`src/rtl/fetch_queue.sv`:
```
// Instruction-fetch stage: sequential PC generation, 1-cycle-latency imem requests, DEPTH-entry {pc, instr} queue.
// Optional FETCH_PERF_CNT_EN adds saturating stall-cycle and flushed-entry counters.
module fetch_queue #(
  parameter int                ADDR_W   = 32,
  parameter int                INSTR_W  = 32,
  parameter int                DEPTH    = 4,
  parameter logic [ADDR_W-1:0] RESET_PC = '0,
  parameter int                PC_STEP  = 4
) (
  input  logic                         clock,
  input  logic                         reset,
  output logic                         imem_req,
  output logic [ADDR_W-1:0]            imem_addr,
  input  logic [INSTR_W-1:0]           imem_rdata,
  input  logic                         redirect,
  input  logic [ADDR_W-1:0]            redirect_pc,
  output logic                         if_id_valid,
  input  logic                         if_id_ready,
  output logic [ADDR_W+INSTR_W-1:0]    if_id_data,
  output logic [$clog2(DEPTH+1)-1:0]   occupancy
`ifdef FETCH_PERF_CNT_EN
  ,
  output logic [31:0]                  perf_stall_cycles,
  output logic [31:0]                  perf_flushed
`endif
);

  localparam int CNT_W = $clog2(DEPTH+1);
  localparam int PTR_W = $clog2(DEPTH);
  localparam logic [CNT_W:0]      DEPTH_C  = (CNT_W+1)'(DEPTH);
  localparam logic [ADDR_W-1:0]   STEP_C   = ADDR_W'(PC_STEP);
  localparam logic [PTR_W-1:0]    LAST_PTR = PTR_W'(DEPTH-1);

  logic [ADDR_W-1:0]  pc_q;
  logic [ADDR_W-1:0]  req_pc_q;
  logic               inflight_q;
  logic [CNT_W-1:0]   count_q;
  logic [PTR_W-1:0]   rd_ptr_q;
  logic [PTR_W-1:0]   wr_ptr_q;
  logic [ADDR_W-1:0]  pc_mem    [DEPTH];
  logic [INSTR_W-1:0] instr_mem [DEPTH];

  logic               pop;
  logic               push;
  logic [CNT_W:0]     proj_count;

  function automatic logic [PTR_W-1:0] ptr_inc(input logic [PTR_W-1:0] p);
    return (p == LAST_PTR) ? '0 : p + 1'b1;
  endfunction

  assign occupancy   = count_q;
  assign if_id_valid = (count_q != '0) & ~redirect;
  assign pop         = if_id_valid & if_id_ready;
  assign push        = inflight_q & ~redirect;
  // Count after this edge if we issue now: guarantees room for every response.
  assign proj_count  = {1'b0, count_q} + {{CNT_W{1'b0}}, inflight_q} - {{CNT_W{1'b0}}, pop};
  assign imem_req    = ~reset & ~redirect & (proj_count < DEPTH_C);
  assign imem_addr   = pc_q;
  assign if_id_data  = {pc_mem[rd_ptr_q], instr_mem[rd_ptr_q]};

  always_ff @(posedge clock) begin
    if (reset) begin
      pc_q       <= RESET_PC;
      req_pc_q   <= '0;
      inflight_q <= 1'b0;
      count_q    <= '0;
      rd_ptr_q   <= '0;
      wr_ptr_q   <= '0;
      for (int i = 0; i < DEPTH; i++) begin
        pc_mem[i]    <= '0;
        instr_mem[i] <= '0;
      end
    end else if (redirect) begin
      pc_q       <= redirect_pc;
      inflight_q <= 1'b0;
      count_q    <= '0;
      rd_ptr_q   <= '0;
      wr_ptr_q   <= '0;
    end else begin
      inflight_q <= imem_req;
      if (imem_req) begin
        pc_q     <= pc_q + STEP_C;
        req_pc_q <= pc_q;
      end
      if (push) begin
        pc_mem[wr_ptr_q]    <= req_pc_q;
        instr_mem[wr_ptr_q] <= imem_rdata;
        wr_ptr_q            <= ptr_inc(wr_ptr_q);
      end
      if (pop) rd_ptr_q <= ptr_inc(rd_ptr_q);
      if (push && !pop)      count_q <= count_q + 1'b1;
      else if (pop && !push) count_q <= count_q - 1'b1;
    end
  end

`ifdef FETCH_PERF_CNT_EN
  logic [32:0] flush_sum;

  assign flush_sum = {1'b0, perf_flushed} + 33'(count_q) + 33'(inflight_q);

  always_ff @(posedge clock) begin
    if (reset) begin
      perf_stall_cycles <= '0;
      perf_flushed      <= '0;
    end else begin
      if (if_id_valid && !if_id_ready && !(&perf_stall_cycles))
        perf_stall_cycles <= perf_stall_cycles + 1'b1;
      if (redirect)
        perf_flushed <= flush_sum[32] ? '1 : flush_sum[31:0];
    end
  end
`endif

endmodule
```
`config.mk`:
```
export PLATFORM = sky130hd
export DESIGN_NAME = fetch_queue
export DESIGN_NICKNAME = d
export VERILOG_FILES = /design/src/rtl/fetch_queue.sv
export SDC_FILE = /design/constraint.sdc
export NUM_CORES = 1
export LEC_CHECK = 0
export ABC_AREA = 1
export CAP_MARGIN = 20
export CELL_PAD_IN_SITES_DETAIL_PLACEMENT = 0
export CELL_PAD_IN_SITES_GLOBAL_PLACEMENT = 1
export CORE_ASPECT_RATIO = 1.75
export CORE_MARGIN = 4
export CORE_UTILIZATION = 47
export DETAILED_ROUTE_END_ITERATION = 8
export PLACE_DENSITY = 0.89
export SETUP_SLACK_MARGIN = 0.4
export SYNTH_ARGS = -nofsm -noshare
export SYNTH_HDL_FRONTEND = slang
export SYNTH_SLANG_ARGS = --single-unit
export TNS_END_PERCENT = 1
```
`constraint.sdc`:
```
create_clock -name clock -period 5.2 [get_ports clock]
set_clock_uncertainty 0.15 [all_clocks]
set_input_delay 0.78 -clock clock [delete_from_list [all_inputs] [get_ports clock]]
set_output_delay 0.78 -clock clock [all_outputs]
set_load 0.005 [all_outputs]
```
==> results.ini <==
[placed_design]
hpwl_microns = 21200
pre_cts_ws_ns = 1.05
io_buffers = 168
gp_congestion = 0.781
dpl_cell_area_sq_um = 16500

[power]
p_leak_uw = 0.00663
p_switching_uw = 1280
p_per_area_nw_per_um2 = 339
clockPowerShare_pct = 41.5
p_int_uw = 4680
ir_worst_vdd_mv = 0.224
pwr-share-comb_pct = 7.8
p_seq_share_pct = 50.7
switching_share_pct = 21.5

[route]
ant_nets = 0
firstDrtPassIters = 5
detail_route.iter0.violations = 670
via_count = 11100
drcViolationCount = 0
routed_wl_microns = 36700
viasPerCell = 5.34
wl_per_cell_microns = 17.7

[sta]
relSlewSlack_pct = 29.8
slew_viol_final = 0
setup_slack_ns = 1.06
max_freq_mhz = 242
fin_crit_ns = 4.14
post-route-period-util_pct = 79.6
setup_violations = 0
timing.hold.ws_ns = 0.342
rsz0062_at_grt = no
finalHoldViolCount = 0
worst_pin_slew_ns = 1.05
fin_tns_setup_ns = 0

[synthesis]
yosysTopAreaCell = edfxtp_1
synth.area.top_cells = edfxtp_1 53%, nor2_1 12%, dfxtp_1 10%, o21ai_0 5.9%, nand2_1 3.9%
async_flop_share_pct = 0
syn_area_per_cell_sq_um = 9.50
ys_warn_count = 0
netlist-cell-type-count = 30
syn_nets = 1617
ys.flop_type = edfxtp_1
netlist_top_cells_count = 466 x nor2_1, 256 x edfxtp_1, 173 x o21ai_0
synth_edf_count = 256
ys_ff_latch = 330
synth_cells = 1541
yosysMostFrequentCell = nor2_1
seq_area_frac_synth_pct = 62.6
syn_area_sq_um = 14600
yosysTopAreaCellShare_pct = 52.5

[clock_network]
cts_buffers = 29
cts_root_buf = clkbuf_16
clockBufferDepth = 3
htreeDepth = 1
cts.repair.resized = 0
cts.clk_slew.worst_paths_ns = 0.07
cts.sinks = 330
hold_buffers = 0
post_cts_buffers = 0
cts_tree = yes
clk_latency_ns = 0.55

[global_routing]
first_global_vias = 11200
grt_max_degree = 88
grt_pass1_wl_microns = 57400
overflow = 0
grt_use_total_pct = 21.2
antenna_found_initial = 0

[worst_hold_path]
hold_path.class = register to register

[critical_path]
critical_path_class = register to primary output
arrival_ns = 3.21
endpoint_kind = primary output
crit_fanout = 74
cp-start-kind = register
rrSetupSlack_ns = 2.27
required_ns = 4.27

[floorplanning]
die_x_microns = 141
ios = 169
core_sq_um = 30700
fp-row-count = 85
fp.dieH_microns = 241
floorplan.die_area_sq_um = 34100
start_util_pct = 47.6

[final_layout]
num_antenna_cells = 0
syn2layout_area_growth_pct = 20.0
layout-drive-gt1-share_pct = 5.23
fin_area_sq_um = 17600
fillCellCount = 2682
fin_nets = 1736

[run_status]
status = completed

[flow_run]
maxCapViolCount = 0

-- layer usage --
layer / share of wire, % / vias up / GRT usage, %
li1: - / 5403 / -
met1: 39 / 5309 / 24.3
met2: 54 / 312 / 40.5
met3: 5.1 / 53 / 2.63
met4: 2.5 / 0 / 7.01
met5: 0 / - / 0
-- cell families (layout without fill, tap and decap cells) --
| group | Yosys count | in the layout | share of synthesized area (%) |
|---|---|---|---|
| simple gates | 678 | 678 | 18.2 |
| flops | 330 | 330 | 62.6 |
| compound gates | 311 | 311 | 11.4 |
| buf+inv | 204 | 345 | 6.39 |
| xor+xnor | 10 | 10 | 0.598 |
| fa+ha+maj | 8 | 8 | 0.735 |
-- worst paths after layout --
check / start / depth (start not counted) / to
hold reg to reg: inflight_q / 1 / wr_ptr_q[0]
hold / removal: inflight_q / 1 / wr_ptr_q[0]
setup reg to reg: occupancy[0] / 16 / imem_addr[8]
setup / recovery: register / 4 / if_id_data[50]
-- power by group through the flow --
stage,clock network [uW],logic (uW),registers [uW]
3_3_place_gp,0,462,3070
5_1_grt,2630,515,3030
2_1_floorplan,0,244,3060
6_report,2470,464,3020
4_1_cts,2510,472,3020
3_5_place_dp,0,470,3070
-- critical path, cell delays in order, from the launching register on --
cell and delay [ns]:
dfxtp_4 0.70, buf_4 0.68, o21ai_0 0.20, o22ai_1 0.40, clkdlybuf4s50_1 0.58
-- registers in the layout, summed over array words and instances (netlist names), named ones only --
name and cells:
imem_addr 32, inflight_q 1, instr_mem 128, occupancy 3
pc_mem 128, rd_ptr_q 2, req_pc_q 32, wr_ptr_q 2
-- layout by cell type (no fill, tap or decap), drive strengths merged, types with 7 or more instances in the layout --
master and instances:
nand2 154, a21oi 61, clkbuf 32, inv 108, bufinv 10, dfxtp 74, clkdlybuf4s50 168, o22ai 64
buf 14, nand3 50, edfxtp 256, ha 7, o21ai 174, nor2 473, clkinv 9
-- through the flow --
stage | cells | total power, uW | util (%)
final | 2073 | 5960 | 57.1
after global routing | 2073 | 6170 | 57.1
after CTS | 2073 | 6000 | 57.1
after detailed placement | 2020 | 3540 | 53.5
after global placement | 2020 | 3530 | 53.5
after floorplan | 1541 | 3300 | -
-- cell type report --
cell class	count	area (sq um)	share of cell area, %
multi-input cells	1007	4580	26.1
repair buffers	182	1800	10.2
clock buffers	32	737	4.20
clock inverters	21	368	2.09
flip-flops and latches	330	9170	52.2
well taps	391	489	2.79
inverters	110	414	2.36
(Power assumes the default switching activity.)
